==> src/rtl/mc_datapath.sv <==
// mc_datapath: multi-cycle MIPS-subset core (datapath, 32x32 GPR file and
// FSM controller) sharing one req/ack memory port for fetch and data.
module mc_datapath #(
   parameter int unsigned ADDR_W   = 10,
   parameter logic [31:0] RESET_PC = 32'h0000_3000,
   parameter int unsigned OVF_REG  = 30
) (
   input  logic              clk,
   input  logic              rst,
   output logic              mem_req,
   output logic              mem_we,
   output logic [ADDR_W-1:0] mem_addr,
   output logic [31:0]       mem_wdata,
   input  logic [31:0]       mem_rdata,
   input  logic              mem_ack,
   input  logic [4:0]        dbg_addr,
   output logic [31:0]       dbg_data,
   output logic [31:0]       pc_out,
   output logic [2:0]        state_out,
   output logic              overflow,
   output logic              illegal
);

   typedef enum logic [2:0] {
      S_IDLE   = 3'd0,
      S_FETCH  = 3'd1,
      S_DECODE = 3'd2,
      S_EXEC   = 3'd3,
      S_MEM    = 3'd4,
      S_WB     = 3'd5
   } state_t;

   localparam logic [5:0] OP_R     = 6'h00;
   localparam logic [5:0] OP_J     = 6'h02;
   localparam logic [5:0] OP_JAL   = 6'h03;
   localparam logic [5:0] OP_BEQ   = 6'h04;
   localparam logic [5:0] OP_ADDI  = 6'h08;
   localparam logic [5:0] OP_ADDIU = 6'h09;
   localparam logic [5:0] OP_ORI   = 6'h0D;
   localparam logic [5:0] OP_LUI   = 6'h0F;
   localparam logic [5:0] OP_LW    = 6'h23;
   localparam logic [5:0] OP_SW    = 6'h2B;

   localparam logic [5:0] FN_JR    = 6'h08;
   localparam logic [5:0] FN_ADDU  = 6'h21;
   localparam logic [5:0] FN_SUBU  = 6'h23;
   localparam logic [5:0] FN_SLT   = 6'h2A;

   localparam logic [4:0] OVF_IDX  = OVF_REG[4:0];

   state_t      state;
   logic [31:0] pc, ir, a_reg, b_reg, alu_out, mdr;
   logic [31:0] gpr [0:31];

   // Instruction field views
   logic [5:0]  op, funct;
   logic [4:0]  rs, rt, rd;
   logic [15:0] imm;
   logic [31:0] sext_imm, zext_imm;

   assign op       = ir[31:26];
   assign rs       = ir[25:21];
   assign rt       = ir[20:16];
   assign rd       = ir[15:11];
   assign funct    = ir[5:0];
   assign imm      = ir[15:0];
   assign sext_imm = {{16{imm[15]}}, imm};
   assign zext_imm = {16'h0000, imm};

   logic [31:0] jump_target, branch_target, alu_result, wb_data;
   logic [4:0]  wb_idx;
   logic        legal, addi_ovf;

   // PC is already incremented by the time these targets are used
   assign jump_target   = {pc[31:28], ir[25:0], 2'b00};
   assign branch_target = pc + {sext_imm[29:0], 2'b00};

   // Signed overflow of A + sext(imm); A and ALUOut are both still held in WB
   assign addi_ovf = (a_reg[31] == imm[15]) && (alu_out[31] != a_reg[31]);

   assign wb_idx  = (op == OP_R) ? rd : rt;
   assign wb_data = (op == OP_LW) ? mdr : alu_out;

   // Classify the opcode/funct as supported or not
   always_comb begin
      // NOTE: default first so every path assigns and no latch is inferred.
      legal = 1'b0;
      case (op)
         OP_R:    legal = (funct == FN_ADDU) || (funct == FN_SUBU) ||
                          (funct == FN_SLT)  || (funct == FN_JR);
         OP_J, OP_JAL, OP_BEQ, OP_ADDI, OP_ADDIU,
         OP_ORI, OP_LUI, OP_LW, OP_SW:
                  legal = 1'b1;
         default: legal = 1'b0;
      endcase
   end

   // ALU: sext-immediate add covers addi/addiu/lw/sw address generation
   always_comb begin
      alu_result = a_reg + sext_imm;
      case (op)
         OP_R: begin
            case (funct)
               FN_SUBU: alu_result = a_reg - b_reg;
               FN_SLT:  alu_result = {31'd0, ($signed(a_reg) < $signed(b_reg))};
               default: alu_result = a_reg + b_reg;
            endcase
         end
         OP_ORI:  alu_result = a_reg | zext_imm;
         OP_LUI:  alu_result = {imm, 16'h0000};
         default: alu_result = a_reg + sext_imm;
      endcase
   end

   // Memory port is driven straight from the registered state so that an
   // asynchronous reset drops the request at once
   assign mem_req   = (state == S_FETCH) || (state == S_MEM);
   assign mem_we    = (state == S_MEM) && (op == OP_SW);
   assign mem_addr  = (state == S_MEM) ? alu_out[ADDR_W-1:0] : pc[ADDR_W-1:0];
   assign mem_wdata = b_reg;

   assign dbg_data  = (dbg_addr == 5'd0) ? 32'd0 : gpr[dbg_addr];
   assign pc_out    = pc;
   assign state_out = state;

   // Controller, architectural registers and GPR file
   always_ff @(posedge clk or negedge rst) begin
      if (!rst) begin
         state    <= S_IDLE;
         pc       <= RESET_PC;
         ir       <= '0;
         a_reg    <= '0;
         b_reg    <= '0;
         alu_out  <= '0;
         mdr      <= '0;
         overflow <= 1'b0;
         illegal  <= 1'b0;
         // NOTE: the GPR file is cleared by reset, so it maps to flops, not RAM.
         for (int i = 0; i < 32; i++) gpr[i] <= '0;
      end else begin
         // NOTE: non-blocking throughout so every read sees pre-edge values.
         overflow <= 1'b0;
         illegal  <= 1'b0;
         case (state)
            S_IDLE: state <= S_FETCH;

            S_FETCH: begin
               if (mem_ack) begin
                  ir    <= mem_rdata;
                  pc    <= pc + 32'd4;
                  state <= S_DECODE;
               end
            end

            S_DECODE: begin
               a_reg <= gpr[rs];
               b_reg <= gpr[rt];
               state <= S_EXEC;
               if (!legal) begin
                  illegal <= 1'b1;
                  state   <= S_FETCH;
               end else if (op == OP_J) begin
                  pc    <= jump_target;
                  state <= S_FETCH;
               end else if (op == OP_JAL) begin
                  pc      <= jump_target;
                  gpr[31] <= pc;
                  state   <= S_FETCH;
               end else if ((op == OP_R) && (funct == FN_JR)) begin
                  pc    <= gpr[rs];
                  state <= S_FETCH;
               end
            end

            S_EXEC: begin
               alu_out <= alu_result;
               case (op)
                  OP_BEQ: begin
                     if (a_reg == b_reg) pc <= branch_target;
                     state <= S_FETCH;
                  end
                  OP_LW, OP_SW: state <= S_MEM;
                  default:      state <= S_WB;
               endcase
            end

            S_MEM: begin
               if (mem_ack) begin
                  if (op == OP_LW) begin
                     mdr   <= mem_rdata;
                     state <= S_WB;
                  end else begin
                     state <= S_FETCH;
                  end
               end
            end

            S_WB: begin
               state <= S_FETCH;
               if ((op == OP_ADDI) && addi_ovf) begin
                  overflow <= 1'b1;
                  if (OVF_IDX != 5'd0) gpr[OVF_IDX] <= 32'd1;
               end else if (wb_idx != 5'd0) begin
                  gpr[wb_idx] <= wb_data;
               end
            end

            default: state <= S_IDLE;
         endcase
      end
   end

endmodule
==> config.mk <==
export PLATFORM = sky130hd
export DESIGN_NAME = mc_datapath
export DESIGN_NICKNAME = d
export VERILOG_FILES = /design/src/rtl/mc_datapath.sv
export SDC_FILE = /design/constraint.sdc
export NUM_CORES = 2
export LEC_CHECK = 0
export BUFFER_PORTS_ARGS = -buffer_cell sky130_fd_sc_hd__buf_2
export CAP_MARGIN = 20
export CORE_UTILIZATION = 30
export DETAILED_ROUTE_END_ITERATION = 7
export MAX_ROUTING_LAYER = met4
export PLACE_DENSITY = 0.5
export SYNTH_ARGS = -nofsm -noshare
export SYNTH_HDL_FRONTEND = slang
export SYNTH_SLANG_ARGS = --single-unit
==> constraint.sdc <==
create_clock -name clk -period 6.7 [get_ports clk]
set_input_delay 0.335 -clock clk [delete_from_list [all_inputs] [get_ports clk]]
set_output_delay 0.335 -clock clk [all_outputs]
set_load 0.03 [all_outputs]
==> flow_summary_export.csv <==
group,metric,value,unit
die,start_util,30.3,%
placement,dp.cells,9738,
synth,ys.flop_type,"dfrtp_1",
die,dieArea,0.257,sq mm
clocking,clk_latency,0.82,ns
synth,synth_top_area_share,39.9,%
route,routed_wl,291000,um
sta,max_freq,206,MHz
clocking,cts_post_setup_buffers_inserted,0,
sta,grt_setup_unrepaired,"false",
grt,grt_pass1_wl,424000,um
synth,synth.most_common_cell,"dfrtp_1",
route,dr.pass1.iters,7,
placement,io_buffers,152,
synth,yosys-top-cells-count,"dfrtp_1 (1219), mux4_2 (960), a21oi_1 (928)",
die,top_level_ports,153,
final_layout,drive_above_1_share,24.9,%
route,antenna_left,0,
synth,ys_seq_elements,1221,
grt,grt_max_degree,177,
clocking,cts_num_sinks,1221,
worst_setup_path,cp-start-kind,"register",
worst_setup_path,cp.required,7.41,ns
synth,synth_area_leaders,"dfrtp_1 (40%), mux4_2 (28%), a21oi_1 (6.1%)",
synth,synth_edf_count,0,
worst_setup_path,rr_worst_depth,15,
power,power_density,468,mW/mm^2
placement,gp_congestion,0.926,
clocking,clockBufferDepth,3,
synth,synth.cell_area,0.0764,sq mm
die,core-area,0.252,sq mm
clocking,root_buffer,"clkbuf_16",
clocking,cts_made_buffers,142,
hold_path,min_path_type,"primary input to asynchronous set/reset pin",
worst_setup_path,path_class,"register to register",
sta,skew,0.0418,ns
grt,grt_pass1_vias,57400,
power,p_leak,35.9,nW
final_layout,regArea,0.0306,sq mm
worst_setup_path,worst-endpoint-arrival,5.57,ns
worst_setup_path,reg2reg_slack,1.84,ns
outcome,status,"completed",
route,drt_iter0_markers,5983,
final_layout,fillers,25100,
final_layout,nNetsFinal,6759,
sta,period_share,72.5,%
worst_setup_path,worstReg2RegStart,"state_out[0]$_DFFE_PN0P_",
synth,yosysTopAreaCell,"dfrtp_1",
worst_setup_path,endpoint,"pc_out[28]$_DFFE_PN0P_",
sta,relSlewSlack,21.8,%
final_layout,largest_register_ffs,1024,
grt,grt.total_usage,23.3,%
final_layout,layout.cells.non_filler,10000,
final_layout,regMostFlops,"gpr",
synth,synth_cell_types,86,
sta,setup-tns-final,0,ns
route,routed_via_density,5.83,
clocking,htreeDepth,4,
route,wl_per_cell,28.9,um
grt,gr-total-overflow,0,
route,drc,0,
clocking,cts_tree,"yes",
power,vdd_ir_drop_max,0.000428,V
synth,ys.warnings.count,0,
synth,ys_async_sr_fraction,100,%
sta,finalSetupViolations,0,
sta,hold_viol,0,
synth,syn-instance-count,6762,
grt,antenna_found_initial,22,
final_layout,synthToLayoutAreaGrowth,12.8,%
worst_setup_path,cp-end-kind,"register",
flow_run,drv_cap,0,
sta,finalMaxSlewViolations,0,
worst_setup_path,startpoint,"state_out[0]$_DFFE_PN0P_",
synth,synth.avg_cell_area,11.3,sq um
die,chipWidth,507,um
sta,min_period,4.86,ns
worst_setup_path,timing.rr.end,"pc_out[28]$_DFFE_PN0P_",
placement,hpwl,189000,um
die,row_count,184,
route,vias,58600,
synth,syn-num-nets,6945,
clocking,clkTransAtPathRegs,0.07,ns
synth,synth.yosys.seq_area_share,40.0,%
die,fp.dieH,507,um
sta,worst-slew-pin-transition,1.17,ns
final_layout,multi_input_area,0.0431,sq mm
worst_setup_path,cp_max_fo,39,
## layout by cell type (no fill, tap or decap), types with 14 or more instances in the layout
master / count
a211oi_1: 32
a21o_1: 50
a21oi_1: 926
a31oi_1: 36
buf_12: 50
buf_2: 146
buf_4: 113
clkbuf_1: 29
clkbuf_16: 146
clkbuf_8: 27
clkinv_2: 26
dfrtp_1: 1209
dlygate4sd3_1: 34
ha_1: 139
inv_1: 106
mux2_2: 59
mux2i_1: 121
mux2i_2: 16
mux2i_4: 16
mux4_2: 960
nand2_1: 477
nand2b_1: 18
nand3_1: 29
nand4_1: 15
nor2_1: 922
nor2_4: 24
nor2b_1: 18
nor3_1: 69
o21a_1: 14
o21ai_0: 403
o21ai_1: 39
o21bai_1: 24
o22ai_1: 21
o31ai_1: 49
xnor2_1: 33
xor2_1: 25
## stage by stage
| stage | power, mW | instance area (sq um) | hold WS, ns | util [%] | setup slack, ns |
|---|---|---|---|---|---|
| after global routing | 42.4 | 86100 | 0.270 | 34.1 | 1.63 |
| after floorplan | 25.0 | 76400 | 0.0394 | - | 2.22 |
| after global placement | 31.5 | 80600 | 0.393 | 31.9 | 1.85 |
| after CTS | 40.2 | 86000 | 0.268 | 34.1 | 1.94 |
| final | 40.4 | 86100 | 0.163 | 34.1 | 1.84 |
| after detailed placement | 31.9 | 80800 | 0.402 | 32.0 | 1.94 |
## per-layer routing
layer	GRT usage [%]	wire length, um	vias to the layer above
li1	-	-	25000
met1	31.9	126000	30500
met2	34.6	131000	2592
met3	4.66	24200	497
met4	7.32	9560	0
met5	-	0	-
## worst max-delay path, stage by stage (launching register included)
cell and delay, ns:
dfrtp_1 0.58, and3b_2 0.27, buf_4 0.45, nand2_1 0.17
inv_1 0.55, ha_1 0.40, o21a_1 0.22, o21a_1 0.21
o221ai_1 0.18, o21ai_1 0.19, a41o_1 0.34, or4b_1 0.50
a31oi_1 0.23, xor2_1 0.17, o221ai_1 0.13, o21a_1 0.15
## logic make-up (layout without fill, tap and decap cells)
| family | after synthesis | after routing | synth area share [%] |
|---|---|---|---|
| compound gates | 1719 | 1719 | 12.6 |
| other cells | 0 | 12 | 0 |
| simple gates | 1663 | 1663 | 9.02 |
| buf+inv | 786 | 712 | 4.20 |
| mux | 1172 | 1172 | 31.2 |
| flops | 1221 | 1221 | 40.0 |
| fa+ha+maj | 143 | 143 | 2.38 |
| xor+xnor | 58 | 58 | 0.665 |
## final cells by class
| type | count | area share (%) |
|---|---|---|
| Clock inverter | 54 | 0.810 |
| Inverter | 107 | 0.466 |
| Timing Repair Buffer | 349 | 3.53 |
| Tap cell | 3348 | 4.86 |
| Antenna cell | 12 | 0.0349 |
| Clock buffer | 202 | 4.80 |
| Sequential cell | 1221 | 35.5 |
| Multi-Input combinational cell | 4755 | 50.0 |
## how the worst min path moves through the flow
stage                          start                    end  slack [ns]
2_1_floorplan                    rst   a_reg[0]$_DFFE_PN0P_        0.04
3_3_place_gp   gpr[1012]$_DFFE_PN0P_  gpr[1012]$_DFFE_PN0P_        0.39
3_5_place_dp   gpr[1016]$_DFFE_PN0P_  gpr[1016]$_DFFE_PN0P_        0.40
4_1_cts                 mem_rdata[4]      ir[4]$_DFFE_PN0P_        0.27
5_1_grt                          rst   gpr[939]$_DFFE_PN0P_        0.27
6_report                         rst   gpr[811]$_DFFE_PN0P_        0.16
## power breakdown
part	internal [mW]	leakage, nW	switching (mW)
sequential	9.60	16.4	3.17
clock	4.78	2.38	3.42
combinational	8.44	17.1	10.9
total	22.8	35.9	17.5
## repair_timing
action / CTS / global route
gates resized for setup: 0 / 0
endpoints found under the hold margin: 192 / 0
hold buffers: 34 / 0
Note: power is estimated with default switching activity, not from simulation.
